File: config.mk
export PLATFORM = sky130hd
export DESIGN_NAME = alu_share_arbiter
export DESIGN_NICKNAME = d
export VERILOG_FILES = /design/src/rtl/alu_share_pkg.sv /design/src/rtl/alu_share_arbiter_rr.sv /design/src/rtl/alu_share_arbiter.sv
export SDC_FILE = /design/constraint.sdc
export NUM_CORES = 1
export LEC_CHECK = 0
export BUFFER_PORTS_ARGS = -buffer_cell sky130_fd_sc_hd__buf_2
export CORE_MARGIN = 5
export CORE_UTILIZATION = 40
export CTS_CLUSTER_SIZE = 28
export DETAILED_ROUTE_END_ITERATION = 8
export GPL_TIMING_DRIVEN = 0
export PLACE_DENSITY_LB_ADDON = 0.1
export RECOVER_POWER = 50
export REMOVE_ABC_BUFFERS = 1
export SYNTH_ARGS = -nofsm -noshare
export SYNTH_HDL_FRONTEND = slang
export SYNTH_SLANG_ARGS = --single-unit
File: constraint.sdc
create_clock -name clk -period 3.9 [get_ports clk]
set_input_delay 0 -clock clk [delete_from_list [all_inputs] [get_ports clk]]
set_output_delay 0 -clock clk [all_outputs]
set_load 0.01 [all_outputs]
File: src/rtl/alu_share_pkg.sv
// alu_share_pkg: ALU opcodes, FSM encoding and helpers for alu_share_arbiter.
// Optional macro ALU_SHARE_ILLEGAL_OP_EN uses is_illegal_op().
package alu_share_pkg;

  localparam logic [3:0] OP_ADD        = 4'd0;
  localparam logic [3:0] OP_SUB        = 4'd1;
  localparam logic [3:0] OP_AND        = 4'd2;
  localparam logic [3:0] OP_OR         = 4'd3;
  localparam logic [3:0] OP_XOR        = 4'd4;
  localparam logic [3:0] OP_SLL        = 4'd5;
  localparam logic [3:0] OP_SRL        = 4'd6;
  localparam logic [3:0] OP_SRA        = 4'd7;
  localparam logic [3:0] OP_LAST_LEGAL = 4'd7;

  typedef enum logic [1:0] {
    IDLE = 2'd0,
    EXEC = 2'd1,
    RESP = 2'd2
  } state_t;

  function automatic logic is_illegal_op(input logic [3:0] sel);
    return sel > OP_LAST_LEGAL;
  endfunction

endpackage

File: src/rtl/alu_share_arbiter_rr.sv
// rr_arbiter: combinational round-robin pick, searching upward from i_last+1.
// Ports: i_req (request vector), i_last (previous grant), o_grant (one-hot), o_idx, o_any.
module rr_arbiter #(
  parameter int NUM_REQ = 2,
  parameter int IW      = (NUM_REQ > 1) ? $clog2(NUM_REQ) : 1
) (
  input  logic [NUM_REQ-1:0] i_req,
  input  logic [IW-1:0]      i_last,
  output logic [NUM_REQ-1:0] o_grant,
  output logic [IW-1:0]      o_idx,
  output logic               o_any
);

  logic [IW-1:0] w_j;

  always_comb begin
    o_grant = '0;
    o_idx   = '0;
    o_any   = 1'b0;
    w_j     = '0;
    for (int k = 1; k <= NUM_REQ; k++) begin
      w_j = IW'((int'(i_last) + k) % NUM_REQ);
      if (!o_any && i_req[w_j]) begin
        o_any        = 1'b1;
        o_grant[w_j] = 1'b1;
        o_idx        = w_j;
      end
    end
  end

endmodule

File: src/rtl/alu_share_arbiter.sv
// alu_share_arbiter: shares one ALU among NUM_REQ requesters (RR grant,
// operand latch, registered result on a valid/ready response tagged by ID).
// Ports: clk, rst (async high), req_* (packed per requester), alu_* (to/from
// ALU), rsp_* (response channel), busy. Macro ALU_SHARE_ILLEGAL_OP_EN adds
// rsp_err and a short IDLE->RESP path for sel >= 8.
module alu_share_arbiter
  import alu_share_pkg::*;
#(
  parameter int NUM_REQ = 2,
  parameter int ID_W    = 3
) (
  input  logic                 clk,
  input  logic                 rst,
  input  logic [NUM_REQ-1:0]   req_valid,
  output logic [NUM_REQ-1:0]   req_ready,
  input  logic [NUM_REQ*32-1:0] req_a,
  input  logic [NUM_REQ*32-1:0] req_b,
  input  logic [NUM_REQ*4-1:0]  req_sel,
  input  logic [NUM_REQ*5-1:0]  req_shamt,
  output logic [31:0]          alu_a,
  output logic [31:0]          alu_b,
  output logic [3:0]           alu_sel,
  output logic [4:0]           alu_shamt,
  input  logic [31:0]          alu_out,
  input  logic                 alu_zero,
  output logic                 rsp_valid,
  input  logic                 rsp_ready,
  output logic [31:0]          rsp_data,
  output logic                 rsp_zero,
  output logic [ID_W-1:0]      rsp_id,
  output logic                 busy
`ifdef ALU_SHARE_ILLEGAL_OP_EN
  ,
  output logic                 rsp_err
`endif
);

  localparam int IW = (NUM_REQ > 1) ? $clog2(NUM_REQ) : 1;

  state_t r_state, w_next;

  logic [IW-1:0]      r_last;
  logic [IW-1:0]      w_gidx;
  logic [NUM_REQ-1:0] w_grant;
  logic               w_any;
  logic               w_accept;
  logic               w_illegal;

  logic [31:0]     r_a, r_b, r_data;
  logic [3:0]      r_sel;
  logic [4:0]      r_shamt;
  logic            r_zero;
  logic [ID_W-1:0] r_id;
`ifdef ALU_SHARE_ILLEGAL_OP_EN
  logic            r_err;
`endif

  logic [31:0] w_a  [NUM_REQ];
  logic [31:0] w_b  [NUM_REQ];
  logic [3:0]  w_sel[NUM_REQ];
  logic [4:0]  w_sh [NUM_REQ];

  for (genvar i = 0; i < NUM_REQ; i++) begin : g_unpack
    assign w_a[i]   = req_a[32*i +: 32];
    assign w_b[i]   = req_b[32*i +: 32];
    assign w_sel[i] = req_sel[4*i +: 4];
    assign w_sh[i]  = req_shamt[5*i +: 5];
  end

  rr_arbiter #(
    .NUM_REQ (NUM_REQ),
    .IW      (IW)
  ) u_rr (
    .i_req   (req_valid),
    .i_last  (r_last),
    .o_grant (w_grant),
    .o_idx   (w_gidx),
    .o_any   (w_any)
  );

  assign w_accept = (r_state == IDLE) && w_any;

`ifdef ALU_SHARE_ILLEGAL_OP_EN
  assign w_illegal = is_illegal_op(w_sel[w_gidx]);
`else
  assign w_illegal = 1'b0;
`endif

  always_ff @(posedge clk or posedge rst) begin
    if (rst) r_state <= IDLE;
    else     r_state <= w_next;
  end

  always_comb begin
    w_next = r_state;
    unique case (r_state)
      IDLE:    if (w_accept) w_next = w_illegal ? RESP : EXEC;
      EXEC:    w_next = RESP;
      RESP:    if (rsp_ready) w_next = IDLE;
      default: w_next = IDLE;
    endcase
  end

  // Grant is masked during reset so no handshake is visible while rst is high.
  always_comb begin
    req_ready = '0;
    if (r_state == IDLE && !rst) req_ready = w_grant;
    busy      = (r_state != IDLE);
    rsp_valid = (r_state == RESP);
    alu_a     = r_a;
    alu_b     = r_b;
    alu_sel   = r_sel;
    alu_shamt = r_shamt;
    rsp_data  = r_data;
    rsp_zero  = r_zero;
    rsp_id    = r_id;
`ifdef ALU_SHARE_ILLEGAL_OP_EN
    rsp_err   = r_err;
`endif
  end

  always_ff @(posedge clk or posedge rst) begin
    if (rst) begin
      r_last  <= IW'(NUM_REQ - 1);
      r_a     <= '0;
      r_b     <= '0;
      r_sel   <= '0;
      r_shamt <= '0;
      r_data  <= '0;
      r_zero  <= 1'b0;
      r_id    <= '0;
`ifdef ALU_SHARE_ILLEGAL_OP_EN
      r_err   <= 1'b0;
`endif
    end else begin
      if (w_accept) begin
        r_a     <= w_a[w_gidx];
        r_b     <= w_b[w_gidx];
        r_sel   <= w_sel[w_gidx];
        r_shamt <= w_sh[w_gidx];
        r_last  <= w_gidx;
        r_id    <= ID_W'(w_gidx);
`ifdef ALU_SHARE_ILLEGAL_OP_EN
        r_err   <= w_illegal;
`endif
        if (w_illegal) begin
          r_data <= '0;
          r_zero <= 1'b0;
        end
      end
      if (r_state == EXEC) begin
        r_data <= alu_out;
        r_zero <= alu_zero;
      end
    end
  end

endmodule

==> results.ini, run 1 <==
[status]
status=stopped before the end
haltStage=4_1_cts
firstError=[ERROR RSZ-0060] Max buffer count reached.

[synthesis]
synth.distinct_cells=24
synthFlopType=dfrtp_1
synth-edff-count=0
seq_area_frac_synth_pct=50.35
syn_area_per_cell_um2=12.84
synth_largest_type_area_fraction_pct=49.87
ys_seq_elements=110
yosysTopAreaCell=dfrtp_1
synth_cells=426
synthTopCellsByArea=dfrtp_1 (50%), a2bb2oi_2 (11%), a211oi_2 (9.2%), mux2_2 (6.8%), a2bb2oi_1 (5.3%)
yosys_warnings=0
netlist_area_um2=5469
synth-async-reset-ratio_pct=100.0

[clock_network]
cts_setup_buffers=0
clock-sinks=110
cts-buffers-inserted=9
cts_resized=0
postCtsHoldBufs=177
clockRootBuffer=clkbuf_16
clockBufferDepth=2
cts_max_level=3

[floorplanning]
fp.dieW_um=126.9
rows=42
die_height_um=126.9
boundaryPins=297
start_util_pct=40.97

[placed_design]
port-buffer-count=294
gp_congestion=0.7940
hpwlAfterDp_um=12150
place_inst=862
dpl_worst_slack_ps=1611

## cells by family after synthesis
kind of cell	Yosys count	share of synthesized area, %
and+or+nand+nor	80	5.857
muxes	35	7.207
other	1	0.06857
AOI/OAI and AO/OA	150	30.52
buffers and inverters	50	5.994
DFF	110	50.35
## through the flow
step	utilization [%]	cell area, µm²
after floorplan	-	5156
after global placement	51.30	6848
after detailed placement	53.88	7192
## synthesized netlist by cell type, types with 2 or more instances
cell type	count
clkbuf_1	10
a2bb2oi_2	40
buf_6	7
o21ai_0	2
nor3_1	2
a211oi_1	33
buf_8	4
a211oi_2	40
nand2b_1	2
mux2_2	33
mux2_1	2
inv_1	3
buf_4	4
dfrtp_1	109
nand2_1	73
buf_2	22
a2bb2oi_1	33
==> run 2, diff against run 1 <==
Settings changed: CORE_UTILIZATION 40 to 25, CTS_CLUSTER_SIZE 28 to not set, PLACE_DENSITY_LB_ADDON 0.1 to 0.15.
==> run 2 against run 1 <==
  * The flow now finishes, with violations (max-capacitance violations, max-slew violations)
  * Synthesized area unchanged
  * Synthesized cell count unchanged
==> results.ini, run 2 <==
[status]
status=complete, but fails checks  ; was stopped before the end
violations=max-capacitance violations, max-slew violations

[finish]
final_nets=1060
drive_gt1_share_pct=37.73
fin_cells=1163
final_cell_mix=buf_2 (186), dlygate4sd3_1 (181), dfrtp_1 (109), clkbuf_1 (108), nand2_1 (73)
syn_to_final_growth_pct=68.45
fillers=2142
finalInstanceArea_um2=9213
final_common_cell=buf_2

[power]
power.density_nw_per_um2=749.1
ir_drop_uv=290.0
power_w=0.006902
p_leak_nw=3.853

[synthesis]
post_synth_most_frequent_cells=dfrtp_1 (109), nand2_1 (73), a211oi_2 (40), a2bb2oi_2 (40)  ; unchanged
synth_largest_type_area_fraction_pct=49.87  ; unchanged
syn_area_per_cell_um2=12.84  ; unchanged
synth_cells=426  ; unchanged
yosysMostFrequentCell=dfrtp_1  ; unchanged
synth-edff-count=0  ; unchanged
synth.distinct_cells=24  ; unchanged
seq_area_frac_synth_pct=50.35  ; unchanged
yosys_warnings=0  ; unchanged
synthFlopType=dfrtp_1  ; unchanged
synthTopCellsByArea=dfrtp_1 (50%), a2bb2oi_2 (11%), a211oi_2 (9.2%), mux2_2 (6.8%), a2bb2oi_1 (5.3%)  ; unchanged
yosysTopAreaCell=dfrtp_1  ; unchanged
synth-async-reset-ratio_pct=100.0  ; unchanged
ys_seq_elements=110  ; unchanged
netlist_area_um2=5469  ; unchanged

[critical_path]
worst-path-max-fanout=28
worstPathRequired_ps=4190
worstSetupPathType=register to register
crit_arrival_ps=2860
cp_slowest_cell=nor2_4
cp-end-kind=register
critPathMaxStageDelay_ps=640
crit_buf_inv=2
setup.worst_path.start_class=register
crit_family=simple AND/OR/NAND/NOR gates
path_cells=or2_4 > nor2_4 > buf_12 > a2bb2oi_1 > dlygate4sd3_1

[floorplanning]
die_height_um=157.9  ; was 126.9 µm
core_area_um2=21690
rows=54  ; was 42
fp.dieW_um=157.9  ; was 126.9 µm
dieArea_um2=24930
boundaryPins=297  ; unchanged
start_util_pct=25.22  ; was 40.97%

[grt]
grt_pass1_wl_um=30510
grtUsageMet1_pct=17.29
grt_pass1_vias=5985
grt_busiest_layer=met2
grt_usage_pct=15.21
gr-usage-met2_pct=27.97
met3_usage_pct=1.968
grt_overflow=0
antenna_found_initial=3
grt_max_degree=59

[clock_network]
cts_tree=done
clock-sinks=110  ; unchanged
clockRootBuffer=clkbuf_16  ; unchanged
cts_setup_buffers=0  ; unchanged
cts_max_level=3  ; unchanged
insertion_delay_ps=350
cts_resized=0  ; unchanged
clockBufferDepth=2  ; unchanged
path_clk_slew_ps=80
cts-buffers-inserted=9  ; unchanged

[timing]
final.period_utilization_pct=65.92
tightest_slew_ps=2530
fmax_mhz=388.9
whs_ps=410.6
relSlewSlack_pct=-69.60
skew_ps=10.23
tns_ps=0
rsz0062_at_grt=no
setup_viol=0
hold_viol_final=0
slew_violations=53
post-route-min-period_ps=2571

[routing]
antenna_left=0
drc=0
vias=5314
via_per_inst=4.569
drtIter0Drc=194
drt-total-wl_um=19380
wl_per_cell_um=16.66
dr.pass1.iters=4

[placed_design]
place_inst=964  ; was 862
port-buffer-count=294  ; unchanged
gp_congestion=0.7498  ; was 0.7940
hpwlAfterDp_um=13280  ; was 12150 µm
dpl_cell_area_um2=7237  ; was 7192 µm²

[hold_path]
hold_class=input pin to output pin

[job]
cap_violations=1

run 2: what timing repair did:
item / 4_1_cts / 5_1_grt
endpoints found under the hold margin: 158 / 0
hold buffers: 181 / 0
setup endpoints to repair: 0 / 0
run 2: worst paths after layout:
path | from | to | slack [ps] | depth (start not counted)
min reg2reg | rsp_id[0] | rsp_id[0] | 510 | 1
min | req_valid[0] | req_ready[0] | 410 | 4
max | r_state[1] | alu_shamt[3] | 1330 | 5
max reg2reg | r_state[1] | alu_shamt[3] | 1330 | 5
max in group asynchronous | rst | alu_a[27] | 1830 | 3
min in group asynchronous | rst | alu_a[4] | 910 | 3
run 2: area by class of cell:
class / instances / area, µm² / area share (%)
clock buffers: 9 / 225.2 / 2.445
flip-flops and latches: 110 / 2754 / 29.89
repair buffers: 485 / 3378 / 36.67
inverters: 3 / 12.51 / 0.1358
clock inverters: 6 / 70.07 / 0.7606
well taps: 280 / 350.3 / 3.803
diodes: 3 / 7.507 / 0.08149
multi-input cells: 267 / 2415 / 26.21
run 2: kinds of logic after synthesis:
logic type	count (synthesis)	synth area share (%)
flip-flops	110	50.35
other	1	0.06857
AO/OA/AOI/OAI	150	30.52
AND/OR/NAND/NOR	80	5.857
multiplexers	35	7.207
buffers and inverters	50	5.994
run 2: through the flow:
stage               utilization [%]  setup slack, ps
global placement              32.17            -2358
CTS                           43.08             1318
global route                  42.48             1175
finish                        42.48             1329
detailed placement            33.37             1685
floorplan                         -            19.03
run 2: power by group:
| part | internal, W | switching (W) |
|---|---|---|
| clock | 0.000502 | 0.000450 |
| sequential | 0.00173 | 0.000359 |
| combinational | 0.00215 | 0.00170 |
run 2: metal layers:
metal | vias up | wire, µm
li1 | 2487 | -
met1 | 2615 | 7498
met2 | 168 | 10220
met3 | 44 | 902
met4 | 0 | 758
met5 | - | 0
run 2: worst reg2reg max path: stages (launching register included):
cell and delay [ps]:
dfrtp_1 390, or2_4 400, nor2_4 640, buf_12 300, a2bb2oi_1 210, dlygate4sd3_1 580
Power figures use the tool's default switching activity.
==> run 3, diff against run 2 <==
Clock period 3.9 ns to 2.4 ns, I/O delays scaled along.
==> run 3 against run 2 <==
  * The run now ends clean
  * Worst setup slack worse by 1200 ps
  * Die area unchanged
  * Flip-flop and latch count stayed put
  * Largest cell class unchanged
==> results.ini, run 3 (synthesis results as in run 2) <==
[routing]
drc=0  ; unchanged
wl_per_cell_um=16.88  ; was 16.66 µm
dr.pass1.iters=4  ; unchanged
vias=5251  ; was 5314
drtIter0Drc=187  ; was 194
antenna_left=0  ; unchanged
met3WireLength_um=831  ; was 902 µm
met2_length_um=10260  ; was 10220 µm
topRoutingLayerUsed=met4  ; unchanged
via_per_inst=4.519  ; was 4.569
wl_met1_um=7755  ; was 7498 µm
drt-total-wl_um=19610  ; was 19380 µm

[clock_network]
path_clk_slew_ps=80  ; about the same
cts_setup_buffers=0  ; unchanged
cts-buffers-inserted=9  ; unchanged
cts_tree=done  ; unchanged
cts_max_level=3  ; unchanged
cts_resized=0  ; unchanged
insertion_delay_ps=350  ; about the same
clockRootBuffer=clkbuf_16  ; unchanged
clockBufferDepth=2  ; unchanged
clock-sinks=110  ; unchanged

[placed_design]
port-buffer-count=294  ; unchanged
hpwlAfterDp_um=13280  ; unchanged
place_inst=964  ; unchanged
gp_congestion=0.7498  ; unchanged

[critical_path]
rr_startpoint=r_state[0]  ; was r_state[1]
setup.worst_path.start_class=register  ; unchanged
cp-end-kind=register  ; unchanged
crit_buf_inv=1  ; was 2
worstSetupPathType=register to register  ; unchanged
crit_arrival_ps=2530  ; was 2860 ps
worst-path-max-fanout=26  ; was 28
critPathMaxStageDelay_ps=650  ; was 640 ps
cp_slowest_cell=nor2_2  ; was nor2_4
critPathLaunch=r_state[0]  ; was r_state[1]
crit_family=simple AND/OR/NAND/NOR gates  ; unchanged
worstPathRequired_ps=2680  ; was 4190 ps
path_cells=or2_4 > nor2_2 > a2bb2oi_2 > dlygate4sd3_1  ; was or2_4 > nor2_4 > buf_12 > a2bb2oi_1 > dlygate4sd3_1

[grt]
grt_usage_pct=15.28  ; was 15.21%
grt_pass1_vias=5993  ; was 5985
grt_pass1_wl_um=30620  ; was 30510 µm
antenna_found_initial=1  ; was 3
grt_overflow=0  ; unchanged
grt_max_degree=59  ; unchanged

[timing]
tightest_slew_ps=1215  ; was 2530 ps
rsz0062_at_grt=no  ; unchanged
hold_viol_final=0  ; unchanged
slew_violations=0  ; was 53
skew_ps=11.04  ; was 10.23 ps
post-route-min-period_ps=2254  ; was 2571 ps
setup_viol=0  ; unchanged
relSlewSlack_pct=18.85  ; was -69.60%
fmax_mhz=443.7  ; was 388.9 MHz
final.period_utilization_pct=93.92  ; was 65.92%

[finish]
fin_cells=1162  ; was 1163
drive_gt1_share_pct=37.80  ; was 37.73%
final_cell_mix=buf_2 (186), dlygate4sd3_1 (181), dfrtp_1 (109), clkbuf_1 (108), nand2_1 (73)  ; unchanged
final_common_cell=buf_2  ; unchanged
final_nets=1061  ; was 1060
syn_to_final_growth_pct=68.52  ; was 68.45%

[floorplanning]
boundaryPins=297  ; unchanged
start_util_pct=25.22  ; unchanged
fp.dieW_um=157.9  ; unchanged
core_area_um2=21690  ; unchanged
dieArea_um2=24930  ; unchanged
rows=54  ; unchanged
die_height_um=157.9  ; unchanged

[power]
p_leak_nw=3.883  ; was 3.853 nW
power_w=0.01042  ; was 0.006902 W
ir_drop_uv=469.1  ; was 290.0 µV
power.density_nw_per_um2=1131  ; was 749.1 nW/µm²

[job]
cap_violations=0  ; was 1

[status]
status=completed  ; was complete, but fails checks

[hold_path]
hold_class=input pin to register  ; was input pin to output pin
min_from=req_valid[1]  ; was req_valid[0]

==> run 3: changes by cell type in the layout (fill, tap and decap cells not counted), sizes merged <==
| cell | previous run | this run |
|---|---|---|
| nor2 | 2 | 3 |
| diode | 3 | 1 |
==> run 3: stage by stage <==
step	worst slack, ps	hold slack (ps)	TNS [ps]	util, %	area, µm²
6_report	146.0	234.3	0	42.49	9216
5_1_grt	9.473	252.6	0	42.49	9216
4_1_cts	133.2	220.7	0	43.08	9344
3_5_place_dp	184.7	114.6	0	33.37	7237
3_3_place_gp	-3858	197.4	-506190	32.17	6978
2_1_floorplan	-1481	54.40	-150230	-	5156
==> run 3: worst paths after layout <==
check / to / slack, ps / cells after the start
max: alu_b[10] / 150 / 4
min: alu_b[29] / 230 / 4
max reg2reg: alu_b[10] / 150 / 4
min reg2reg: rsp_data[20] / 510 / 1
max in group asynchronous: alu_a[16] / 1040 / 4
min in group asynchronous: alu_b[6] / 530 / 3
==> run 3: layout make-up <==
class                   count  area, µm²
diodes                      1      2.502
clock buffers               9      225.2
clock inverters             6      70.07
fillers                  2103      12470
inverters                   3      15.01
multi-input cells         268       2421
flip-flops and latches    110       2754
well taps                 280      350.3
repair buffers            485       3378
==> run 3: per-layer routing <==
metal | up-vias | GRT usage [%]
li1 | 2490 | -
met1 | 2551 | 17.55
met2 | 165 | 28.31
met3 | 45 | 1.832
met4 | 0 | 6.841
met5 | - | 0
==> run 3: power by group <==
part	switching, W	internal, W
sequential	0.000580	0.00282
combinational	0.00265	0.00283
clock	0.000729	0.000816
total	0.00396	0.00646
==> run 3: worst reg2reg max path: cells and delay by family (launching register included) <==
family,cells,cell delay (ps)
compound gates,1,170
buf+inv,1,570
flops,1,410
simple gates,2,1040
==> run 3: what timing repair did <==
| action | CTS | global route |
|---|---|---|
| endpoints found under the setup margin | 0 | 2 |
| hold buffers | 181 | 0 |
| hold endpoints to repair | 158 | 0 |
